**config.mk**
```make
export PLATFORM = sky130hd
export DESIGN_NAME = dot_product_mac_flat
export DESIGN_NICKNAME = d
export VERILOG_FILES = /design/src/rtl/mm_pkg.sv /design/src/rtl/dot_product_mac_if.sv /design/src/rtl/mac_adder.sv /design/src/rtl/dot_product_mac.sv /design/src/flat_wrapper.sv
export SDC_FILE = /design/constraint.sdc
export NUM_CORES = 1
export LEC_CHECK = 0
export CAP_MARGIN = 40
export CORE_MARGIN = 2
export CORE_UTILIZATION = 50
export CTS_CLUSTER_DIAMETER = 200
export CTS_CLUSTER_SIZE = 12
export DETAILED_ROUTE_END_ITERATION = 8
export PLACE_DENSITY = 0.72
export SLEW_MARGIN = 20
export SYNTH_ARGS = -nofsm -noshare
export SYNTH_HDL_FRONTEND = slang
export SYNTH_SLANG_ARGS = --single-unit
```
**constraint.sdc**
```tcl
create_clock -name clk -period 19.4 [get_ports clk]
set_clock_uncertainty 0.15 [all_clocks]
set_input_delay 2.91 -clock clk [delete_from_list [all_inputs] [get_ports clk]]
set_output_delay 2.91 -clock clk [all_outputs]
set_load 0.02 [all_outputs]
```
**src/rtl/mm_pkg.sv**
```systemverilog
// Shared state encoding and default widths for the matrix-multiplication datapath.
package mm_pkg;

   typedef enum logic {
      ST_ACC  = 1'b0,
      ST_DONE = 1'b1
   } mac_state_e;

   localparam int MM_DATA_W = 8;
   localparam int MM_ACC_W  = 20;

endpackage

```
**src/rtl/dot_product_mac_if.sv**
```systemverilog
// Operand-in / result-out handshake bundle for the dot-product MAC stage.
interface dot_product_mac_if
   import mm_pkg::*;
#(
   parameter int DATA_W = MM_DATA_W,
   parameter int ACC_W  = MM_ACC_W
);

   logic              in_valid;
   logic              in_ready;
   logic [DATA_W-1:0] in_a;
   logic [DATA_W-1:0] in_b;
   logic              out_valid;
   logic              out_ready;
   logic [ACC_W-1:0]  out_sum;
   logic              out_ovf;

   modport master (
      output in_valid, in_a, in_b, out_ready,
      input  in_ready, out_valid, out_sum, out_ovf
   );

   modport slave (
      input  in_valid, in_a, in_b, out_ready,
      output in_ready, out_valid, out_sum, out_ovf
   );

endinterface

```
**src/rtl/mac_adder.sv**
```systemverilog
// W-bit ripple-carry adder used on the accumulate path; carry-out feeds overflow detection.
module mac_adder #(
   parameter int W = 20
) (
   input  logic [W-1:0] x,
   input  logic [W-1:0] y,
   output logic [W-1:0] sum,
   output logic         cout
);

   always_comb begin
      logic w_carry;
      w_carry = 1'b0;
      sum     = '0;
      for (int i = 0; i < W; i++) begin
         sum[i]  = x[i] ^ y[i] ^ w_carry;
         w_carry = (x[i] & y[i]) | (w_carry & (x[i] ^ y[i]));
      end
      cout = w_carry;
   end

endmodule

```
**src/rtl/dot_product_mac.sv**
```systemverilog
// Sequential MAC: accumulates K unsigned products, then holds the sum until the result handshake.
// Build option MAC_SATURATE_EN: clamp the accumulator on carry-out and flag out_ovf (default: wrap).
module dot_product_mac
   import mm_pkg::*;
#(
   parameter int DATA_W = MM_DATA_W,
   parameter int ACC_W  = MM_ACC_W,
   parameter int K      = 4
) (
   input  logic            clk,
   input  logic            rst,
   dot_product_mac_if.slave bus
);

   localparam int              CNT_W    = (K > 1) ? $clog2(K) : 1;
   localparam logic [CNT_W-1:0] CNT_LAST = CNT_W'(K - 1);

   mac_state_e         r_state;
   logic [ACC_W-1:0]   r_acc;
   logic [CNT_W-1:0]   r_cnt;
   logic               r_ovf;
   logic               r_in_ready;
   logic               r_out_valid;

   logic [2*DATA_W-1:0] w_prod_full;
   logic [ACC_W-1:0]    w_prod;
   logic [ACC_W-1:0]    w_sum;
   logic [ACC_W-1:0]    w_acc_next;
   logic                w_cout;
   logic                w_ovf_set;

   assign w_prod_full = {{DATA_W{1'b0}}, bus.in_a} * {{DATA_W{1'b0}}, bus.in_b};
   assign w_prod      = ACC_W'(w_prod_full);

   mac_adder #(.W(ACC_W)) u_mac_adder (
      .x    (r_acc),
      .y    (w_prod),
      .sum  (w_sum),
      .cout (w_cout)
   );

`ifdef MAC_SATURATE_EN
   // Once clamped the accumulator stays at full scale until the result is taken.
   assign w_acc_next = (w_cout || r_ovf) ? {ACC_W{1'b1}} : w_sum;
   assign w_ovf_set  = w_cout;
`else
   logic w_unused_cout;
   assign w_unused_cout = w_cout;
   assign w_acc_next    = w_sum;
   assign w_ovf_set     = 1'b0;
`endif

   always_ff @(posedge clk) begin
      if (rst) begin
         r_state     <= ST_ACC;
         r_acc       <= '0;
         r_cnt       <= '0;
         r_ovf       <= 1'b0;
         r_in_ready  <= 1'b1;
         r_out_valid <= 1'b0;
      end else begin
         case (r_state)
            ST_ACC: begin
               if (bus.in_valid) begin
                  r_acc <= w_acc_next;
                  r_ovf <= r_ovf | w_ovf_set;
                  if (r_cnt == CNT_LAST) begin
                     r_cnt       <= '0;
                     r_state     <= ST_DONE;
                     r_in_ready  <= 1'b0;
                     r_out_valid <= 1'b1;
                  end else begin
                     r_cnt <= r_cnt + CNT_W'(1);
                  end
               end
            end
            ST_DONE: begin
               if (bus.out_ready) begin
                  r_acc       <= '0;
                  r_ovf       <= 1'b0;
                  r_state     <= ST_ACC;
                  r_in_ready  <= 1'b1;
                  r_out_valid <= 1'b0;
               end
            end
            default: r_state <= ST_ACC;
         endcase
      end
   end

   assign bus.in_ready  = r_in_ready;
   assign bus.out_valid = r_out_valid;
   assign bus.out_sum   = r_acc;
   assign bus.out_ovf   = r_ovf;

endmodule

```
**src/flat_wrapper.sv**
```systemverilog
// flat-port wrapper written by rule: the top's interface ports become plain ports
module dot_product_mac_flat import mm_pkg::*;
#(
   parameter int DATA_W = MM_DATA_W,
   parameter int ACC_W  = MM_ACC_W,
   parameter int K      = 4
)
  (clk, rst, bus_in_valid, bus_in_a, bus_in_b, bus_out_ready, bus_in_ready, bus_out_valid, bus_out_sum, bus_out_ovf);
  dot_product_mac_if #(.DATA_W(DATA_W), .ACC_W(ACC_W)) bus_i ();
  input  logic clk;
  input  logic rst;
  input wire logic [$bits(bus_i.in_valid)-1:0] bus_in_valid;
  input wire logic [$bits(bus_i.in_a)-1:0] bus_in_a;
  input wire logic [$bits(bus_i.in_b)-1:0] bus_in_b;
  input wire logic [$bits(bus_i.out_ready)-1:0] bus_out_ready;
  output wire logic [$bits(bus_i.in_ready)-1:0] bus_in_ready;
  output wire logic [$bits(bus_i.out_valid)-1:0] bus_out_valid;
  output wire logic [$bits(bus_i.out_sum)-1:0] bus_out_sum;
  output wire logic [$bits(bus_i.out_ovf)-1:0] bus_out_ovf;
  assign bus_i.in_valid = bus_in_valid;
  assign bus_i.in_a = bus_in_a;
  assign bus_i.in_b = bus_in_b;
  assign bus_i.out_ready = bus_out_ready;
  assign bus_in_ready = bus_i.in_ready;
  assign bus_out_valid = bus_i.out_valid;
  assign bus_out_sum = bus_i.out_sum;
  assign bus_out_ovf = bus_i.out_ovf;
  dot_product_mac #(.DATA_W(DATA_W), .ACC_W(ACC_W), .K(K)) u_core (.clk(clk), .rst(rst), .bus(bus_i));
endmodule
```
==> impl_metrics.json, run 1 <==
{
  "ys_seq_area_share_pct": 15.0,
  "crit_path_top_delay_cell": "clkdlybuf4s50_1",
  "fin_nets": 519,
  "min_path_type": "flip-flop to flip-flop",
  "synth_compound_area_share_pct": 11.5,
  "outcome": "finished with violations",
  "insertion_delay_ns": 0.27,
  "path_class": "primary input to flip-flop",
  "crit_buf_inv": 5,
  "grt.overflow.total": 0,
  "start_util_pct": 52.0,
  "core_um2": 6420,
  "failed_checks": "DRC",
  "drtIter0Drc": 100,
  "internal-power_w": 0.000216,
  "n_antenna_cell": 0,
  "wire_per_inst_um": 12.9,
  "grt_pass1_wl_um": 10800,
  "synth_fa_ha_area_share_pct": 45.9,
  "fin_crit_sh_pct": 57.8,
  "worst_r2r_path_depth": 25,
  "synthSimpleGateAreaFrac_pct": 16.0,
  "fp.dieArea_um2": 7350,
  "cts_resized": 0,
  "final_antenna_net_count": 0,
  "die_h_um": 85.7,
  "cts.sinks": 25,
  "p_leak_nw": 1.86,
  "vias_per_cell": 5.34,
  "hold_viol": 0,
  "routed_wl_um": 6220,
  "fin_crit_ns": 11.22,
  "ios": 43,
  "cts_setup_buffers": 0,
  "clkSlewWorstSetupHoldPaths_ns": 0.08,
  "dp_hpwl_um": 5240,
  "synth_cell_types": 32,
  "cts_tree": "done",
  "fill_cells": 554,
  "crit_family": "adder cells",
  "firstDrtPassIters": 7,
  "netlist_area_um2": 3340,
  "p_clk_share_pct": 7.7,
  "hold_depth": 2,
  "drive_above_1_share_pct": 2.96,
  "synth_area_leaders": "fa_1 31%, ha_1 15%, dfxtp_1 15%, inv_1 6.9%, and2_1 6.4%",
  "slew_viol_final": 0,
  "grt_pass1_vias": 2505,
  "syn_nets": 479,
  "synth_top_cell_by_area": "fa_1",
  "synth_seq_cells": 25,
  "seqPwrFrac_pct": 18.2,
  "power.total_w": 0.000400,
  "net-switching-power_w": 0.000184,
  "p_comb_share_pct": 74.1,
  "fmax_mhz": 89.2,
  "crit_path_end_kind": "flip-flop",
  "yosysTopAreaCellShare_pct": 30.6,
  "syn2layout_area_growth_pct": 16.1,
  "synthMuxAreaShare_pct": 0,
  "setup_viol": 0,
  "rsz0062_at_grt": "false",
  "avgSynthCellArea_um2": 9.10,
  "root_buffer": "clkbuf_8",
  "die_w_um": 85.7,
  "antenna_found_initial": 0,
  "gp_congestion": 0.805,
  "yosysWarningCount": 0,
  "switching_share_pct": 46.0,
  "whs_ns": 0.323,
  "cp_common_cell": "fa_1",
  "io_buffers": 41,
  "tns_ns": 0,
  "syn_inst": 367,
  "critPathMaxStageDelay_ns": 0.54,
  "path_depth": 30,
  "critPathLaunchType": "primary input",
  "synth_top_family_by_area": "adder cells",
  "required_ns": 19.40,
  "grt_max_degree": 20,
  "grt.total_usage_pct": 17.7,
  "drc": 2,
  "cts_max_level": 1,
  "cts_buffers": 3,
  "max_cap_viol_count": 0,
  "power_density_nw_per_um2": 103,
  "rows": 29,
  "synth_xor_area_share_pct": 3.15,
  "holdBufCountCts": 0,
  "clk_path_buf_depth": 2,
  "dr_total_vias": 2578,
  "vdd_drop_max_mv": 0.0552,
  "crit_fanout": 8,
  "arrival_ns": 11.22
}
==> Yosys cell counts <==
library cell / instances
a211oi_1: 2
a211oi_2: 2
a21o_1: 5
a21oi_1: 14
a21oi_2: 3
a22oi_1: 18
a31o_1: 2
and2_1: 34
buf_2: 2
buf_4: 3
clkbuf_1: 4
conb_1: 1
dfxtp_1: 25
fa_1: 51
ha_1: 41
inv_1: 61
nand2_1: 37
nand2b_1: 1
nand3_1: 2
nand3b_1: 2
nor2_1: 28
nor2b_1: 1
nor3_1: 2
nor4_1: 3
nor4_2: 1
o211ai_1: 1
o21ai_0: 4
o21ai_1: 2
o21bai_1: 2
o22ai_1: 1
xnor2_1: 10
xor2_1: 2
==> tightest hold or removal path: cells and delay by family, from the launching register on <==
| family | cells | cell delay [ns] |
|---|---|---|
| AOI/OAI and AO/OA | 1 | 0.05 |
| DFF | 1 | 0.33 |
| and+or+nand+nor | 1 | 0.05 |
==> layer usage <==
layer / track usage (%) / part of all wire (%) / vias up
met4: 3.46 / 1.2 / 0
met3: 2.50 / 2.6 / 10
met5: 0 / 0 / -
met2: 29.3 / 50 / 34
li1: - / - / 1250
met1: 25.1 / 46 / 1284
==> worst paths after layout <==
kind	start	to	slack (ns)
setup / recovery	bus_in_b[3]	u_core.bus.out_sum[19]	8.18
hold / removal	u_core.r_cnt[1]	u_core.r_cnt[1]	0.32
setup reg to reg	u_core.bus.out_sum[0]	u_core.bus.out_sum[19]	12.07
hold reg to reg	u_core.r_cnt[1]	u_core.r_cnt[1]	0.32
==> cell type report <==
type | count | area, µm² | area share (%)
inverter | 61 | 229 | 5.90
multi-input combinational | 272 | 2560 | 66.1
sequential | 25 | 500 | 12.9
timing repair buffer | 44 | 444 | 11.5
tap | 77 | 96.3 | 2.48
clock buffer | 4 | 45.0 | 1.16
==> sequential cells by signal, summed over array words and instances, names as in the netlist <==
register / flops
u_core.bus.in_ready: 1
u_core.r_state: 1
u_core.bus.out_valid: 1
u_core.r_cnt: 2
u_core.bus.out_sum: 20
==> kinds of logic (layout without fill, tap and decap cells) <==
kind of cell,after synthesis,in the layout
AND/OR/NAND/NOR,111,111
buffers and inverters,70,109
flip-flops,25,25
other,1,1
AO/OA/AOI/OAI,56,56
adder cells (fa/ha/maj),92,92
XOR/XNOR,12,12
==> cells in the final DEF, fill, tap and decap left out, drive strengths merged, types with 4 or more instances in the layout <==
cell | synthesis | layout
a211oi | 4 | 4
a21o | 5 | 5
a21oi | 17 | 17
a22oi | 18 | 18
and2 | 34 | 34
clkbuf | 4 | 4
clkdlybuf4s50 | 0 | 41
dfxtp | 25 | 25
fa | 51 | 51
ha | 41 | 41
inv | 61 | 61
nand2 | 37 | 37
nor2 | 28 | 28
nor4 | 4 | 4
o21ai | 6 | 6
xnor2 | 10 | 10
==> power groups by stage <==
stage	Sequential (W)	Combinational [W]	Clock, W
floorplan	0.0000840	0.000218	0
global placement	0.0000739	0.000292	0
detailed placement	0.0000740	0.000301	0
CTS	0.0000729	0.000303	0.0000315
global route	0.0000747	0.000341	0.0000343
finish	0.0000727	0.000296	0.0000306
==> through the flow <==
step,cells,utilization [%],worst slack [ns],area [µm²]
after floorplan,367,-,8.77,3340
after global placement,477,59.3,8.01,3810
after detailed placement,478,59.5,7.87,3820
after CTS,482,60.2,8.16,3870
after global routing,483,60.4,7.87,3880
final,483,60.4,8.18,3880
(Power assumes the default switching activity.)
==> inputs of run 2 (changes only) <==
Settings changed: PLACE_DENSITY 0.72 to 0.75.
Clock period 19.4 ns to 9.1 ns, I/O delays scaled along.
==> run 2 against run 1 <==
The flow still finishes with violations (DRC); critical path depth fell by 2; total power rose by 130%; clock-buffer cell count did not move; setup slack got worse by 8.0 ns; via count rose by 2.3%; first-iteration DRC count rose by 2.0%; non-clock buffer count rose by 29; global-route usage rose by 0.90 points; combinational power rose by 130%; die area did not move; final cell count rose by 6.0%; critical endpoint is now u_core.bus.out_sum[18]; largest cell class unchanged; largest power group unchanged.
==> impl_metrics.json, run 2 (synthesis results as in run 1) <==
{
  "outcome": "finished with violations",
  "failed_checks": "DRC",
  "firstDrtPassIters": 8,
  "cts_buffers": 3,
  "multi_input_area_um2": 2630,
  "setup_ws_ns": 0.232,
  "grt_max_degree": 20,
  "core_um2": 6420,
  "start_util_pct": 52.0,
  "critPathLaunchType": "primary input",
  "fill_cells": 552,
  "root_buffer": "clkbuf_8",
  "drive_above_1_share_pct": 14.3,
  "place_ws_ns": -0.709,
  "grt.overflow.total": 0,
  "path_depth": 28,
  "vias_per_cell": 5.15,
  "fmax_mhz": 113,
  "clkSlewWorstSetupHoldPaths_ns": 0.08,
  "n_antenna_cell": 0,
  "critPathMaxStageDelay_ns": 0.53,
  "regArea_um2": 500,
  "power_density_nw_per_um2": 218,
  "arrival_ns": 8.87,
  "max_cap_viol_count": 0,
  "p_leak_nw": 2.03,
  "drc": 2,
  "wire_per_inst_um": 12.6,
  "die_h_um": 85.7,
  "die_w_um": 85.7,
  "crit_path_top_delay_cell": "fa_1",
  "antenna_found_initial": 0,
  "cts.sinks": 25,
  "syn2layout_area_growth_pct": 25.2,
  "path_class": "primary input to flip-flop",
  "fin_nets": 548,
  "crit_path_end_kind": "flip-flop",
  "holdBufCountCts": 0,
  "final_common_cell": "inv_1",
  "rows": 29,
  "rsz0062_at_grt": "true",
  "crit_family": "adder cells",
  "whs_ns": 0.323,
  "fin_crit_ns": 8.87,
  "vdd_drop_max_mv": 0.122,
  "insertion_delay_ns": 0.27,
  "fin_util_pct": 65.1,
  "setup_viol": 0,
  "cts_max_level": 1,
  "cts_tree": "done",
  "clk_path_buf_depth": 2,
  "slew_viol_final": 0,
  "tns_ns": 0,
  "crit_buf_inv": 5,
  "drtIter0Drc": 102,
  "largest_register_ff_count": 20,
  "gp_congestion": 0.855,
  "dr_total_vias": 2638,
  "worst_r2r_path_depth": 23,
  "cp_common_cell": "fa_2",
  "dp_hpwl_um": 5420,
  "grt.total_usage_pct": 18.6,
  "crit_fanout": 4,
  "fp.dieArea_um2": 7350,
  "min_path_type": "flip-flop to flip-flop",
  "final_cell_mix": "59 x inv_1, 39 x ha_1, 37 x nand2_1, 37 x fa_1, 36 x clkdlybuf4s50_1",
  "power.total_w": 0.000911,
  "cts_setup_buffers": 0,
  "hold_depth": 2,
  "required_ns": 9.10,
  "ios": 43,
  "grt_pass1_wl_um": 11200,
  "fin_crit_sh_pct": 97.4,
  "grt_pass1_vias": 2538,
  "io_buffers": 41,
  "routed_wl_um": 6470,
  "hold_viol": 0,
  "final_antenna_net_count": 0
}
[run 2: cell types whose count changed in the layout (fill, tap and decap cells not counted), moves of 5 or more]
cell,delta
buf_4,+28
fa_1,-14
fa_2,+14
clkdlybuf4s50_1,-5
dlymetal6s2s_1,+5
[run 2: timing repair]
| item | CTS | global route |
|---|---|---|
| endpoints found under the setup margin | 4 | 2 |
| pin swaps | 1 | 6 |
| resized for setup | 10 | 18 |
[run 2: through the flow]
step	area, µm²	instances
6_report	4180	512
5_1_grt	4180	512
4_1_cts	4110	511
3_5_place_dp	4040	507
3_3_place_gp	4030	506
2_1_floorplan	3340	367
[run 2: layout make-up]
| class | instances | area share, % |
|---|---|---|
| Inverter | 61 | 5.47 |
| Sequential cell | 25 | 12.0 |
| Clock buffer | 4 | 1.08 |
| Timing Repair Buffer | 73 | 16.2 |
| Tap cell | 77 | 2.30 |
| Multi-Input combinational cell | 272 | 63.0 |
[run 2: final timing paths]
check             slack, ns                   from                     end
setup / recovery       0.23            bus_in_b[0]  u_core.bus.out_sum[18]
hold / removal         0.32        u_core.r_cnt[1]         u_core.r_cnt[1]
setup reg to reg       2.21  u_core.bus.out_sum[0]  u_core.bus.out_sum[18]
hold reg to reg        0.32        u_core.r_cnt[1]         u_core.r_cnt[1]
[run 2: report_power, final]
| group | leakage [nW] | total, W | switching (W) | internal [W] |
|---|---|---|---|---|
| Combinational | 1.81 | 0.000688 | 0.000350 | 0.000338 |
| Clock | 0.0228 | 0.0000664 | 0.0000351 | 0.0000314 |
| Sequential | 0.205 | 0.000157 | 0.0000246 | 0.000132 |
[run 2: per-layer routing]
metal	vias up	wire length [µm]	track usage, %
li1	1310	-	-
met1	1292	3020	26.1
met2	30	3260	31.0
met3	6	129	2.89
met4	0	57	3.61
met5	-	0	0
[run 2: worst reg2reg max path: stages (launching register included)]
cell,delay (ns)
dfxtp_1,0.33
ha_1,0.21
fa_1,0.39
fa_1,0.41
fa_2,0.36
fa_2,0.36
fa_2,0.34
fa_2,0.34
fa_2,0.34
fa_2,0.34
fa_2,0.34
fa_2,0.34
fa_2,0.35
fa_2,0.34
fa_2,0.35
fa_2,0.34
inv_2,0.06
fa_1,0.15
inv_1,0.04
ha_1,0.17
ha_1,0.18
ha_1,0.30
a22oi_2,0.17
nor2_1,0.05
==> inputs of run 3 (changes only) <==
Settings changed: CORE_UTILIZATION 50 to 30, PLACE_DENSITY 0.75 to 0.49.
==> run 3 against run 2 <==
Largest power group unchanged; the flow now finishes without violations; clock power grew 2%; worst hold slack gained 0.0014 ns; sequential share of layout area shrank 0.32 points; cell area grew 2.8%; sequential power is essentially flat; highest routed layer unchanged; critical endpoint is now u_core.bus.out_sum[19].
==> impl_metrics.json, run 3 (synthesis results as in run 1) <==
{
  "cts_setup_buffers": 0,
  "cts_max_level": 1,
  "final_cell_mix": "60 x inv_1, 40 x clkdlybuf4s50_1, 37 x nand2_1, 37 x fa_1, 37 x ha_1",
  "vdd_drop_max_mv": 0.0842,
  "dr_total_vias": 2654,
  "clk_path_buf_depth": 2,
  "fp.dieArea_um2": 12000,
  "io_buffers": 41,
  "hold_depth": 2,
  "grt_pass1_wl_um": 12200,
  "grt.total_usage_pct": 12.7,
  "p_leak_nw": 2.03,
  "fin_crit_sh_pct": 97.6,
  "antenna_found_initial": 0,
  "cts_tree": "done",
  "fill_cells": 1143,
  "fin_crit_ns": 8.88,
  "n_antenna_cell": 0,
  "clkSlewWorstSetupHoldPaths_ns": 0.10,
  "cp_common_cell": "fa_2",
  "worst_r2r_path_depth": 25,
  "cts.sinks": 25,
  "tns_ns": 0,
  "final_antenna_net_count": 0,
  "routed_wl_um": 7020,
  "drtIter0Drc": 143,
  "crit_fanout": 3,
  "holdBufCountCts": 0,
  "arrival_ns": 8.89,
  "rows": 38,
  "hold_viol": 0,
  "core_um2": 10800,
  "min_path_type": "flip-flop to flip-flop",
  "drive_above_1_share_pct": 15.6,
  "path_class": "primary input to flip-flop",
  "multi_input_area_um2": 2640,
  "firstDrtPassIters": 4,
  "die_h_um": 110,
  "grt_pass1_vias": 2661,
  "drc": 0,
  "vias_per_cell": 4.57,
  "slew_viol_final": 0,
  "critPathMaxStageDelay_ns": 0.53,
  "crit_path_top_delay_cell": "fa_1",
  "grt_max_degree": 20,
  "fin_nets": 554,
  "root_buffer": "clkbuf_8",
  "dp_hpwl_um": 6040,
  "rrSetupSlack_ns": 2.25,
  "crit_path_end_kind": "flip-flop",
  "largest_register_ff_count": 20,
  "die_w_um": 110,
  "power_density_nw_per_um2": 219,
  "insertion_delay_ns": 0.27,
  "regArea_um2": 500,
  "required_ns": 9.11,
  "cts_buffers": 3,
  "fin_util_pct": 39.7,
  "syn2layout_area_growth_pct": 28.7,
  "wire_per_inst_um": 12.1,
  "max_cap_viol_count": 0,
  "fmax_mhz": 113,
  "ios": 43,
  "critPathLaunchType": "primary input",
  "final_common_cell": "inv_1",
  "start_util_pct": 30.8,
  "outcome": "complete, no violations",
  "gp_congestion": 0.787,
  "setup_viol": 0,
  "grt.overflow.total": 0
}
## run 3: cell count changes in the layout (fill, tap and decap cells not counted), sizes merged
cell	previous run	this run
clkdlybuf4s50	36	40
clkbuf	4	3
buf	32	38
clkinv	0	1
dlymetal6s2s	5	1
## run 3: worst paths after layout
path	start	to
setup / recovery	bus_in_a[0]	u_core.bus.out_sum[19]
hold reg to reg	u_core.r_cnt[1]	u_core.r_cnt[1]
hold / removal	u_core.r_cnt[1]	u_core.r_cnt[1]
setup reg to reg	u_core.bus.out_sum[0]	u_core.bus.out_sum[19]
## run 3: final cells by class
cell class | instances | area share, %
clock inverter | 1 | 0.116
clock buffer | 3 | 0.960
tap | 140 | 4.07
inverter | 61 | 5.33
timing repair buffer | 79 | 16.5
sequential | 25 | 11.6
multi-input combinational | 272 | 61.4
## run 3: metrics by stage
stage	hold slack (ns)	instances	setup slack (ns)	total power, W	cell area [µm²]
final	0.324	581	0.223	0.000940	4300
after global routing	0.345	581	-0.00549	0.00107	4300
after CTS	0.324	581	0.0286	0.000947	4250
after detailed placement	0.309	577	-0.744	0.000854	4180
after global placement	0.299	575	-0.656	0.000845	4150
after floorplan	0.290	367	0.0137	0.000643	3340
## run 3: metal layers
metal	vias to the layer above	global-route usage, %	wire (µm)
met1	1300	18.2	3410
met3	2	1.96	194
met2	30	20.8	3380
met4	0	1.63	34
li1	1322	-	-
met5	-	0	0
## run 3: timing repair
item                                    CTS  global route
pin swaps                                 1             2
endpoints found under the setup margin    4             2
gates resized for setup                  11            11
## run 3: report_power, final
part | switching (W) | leakage (nW) | total [W] | internal (W)
clock | 0.0000371 | 0.0255 | 0.0000677 | 0.0000307
sequential | 0.0000248 | 0.205 | 0.000157 | 0.000132
combinational | 0.000360 | 1.80 | 0.000716 | 0.000355
total | 0.000422 | 2.03 | 0.000940 | 0.000519
## run 3: critical path: cells and delay by family
kind,cells,cell delay [ns]
adders and majority gates,20,6.42
buffers and inverters,5,0.65
and+or+nand+nor,4,0.32
AOI/OAI and AO/OA,1,0.15
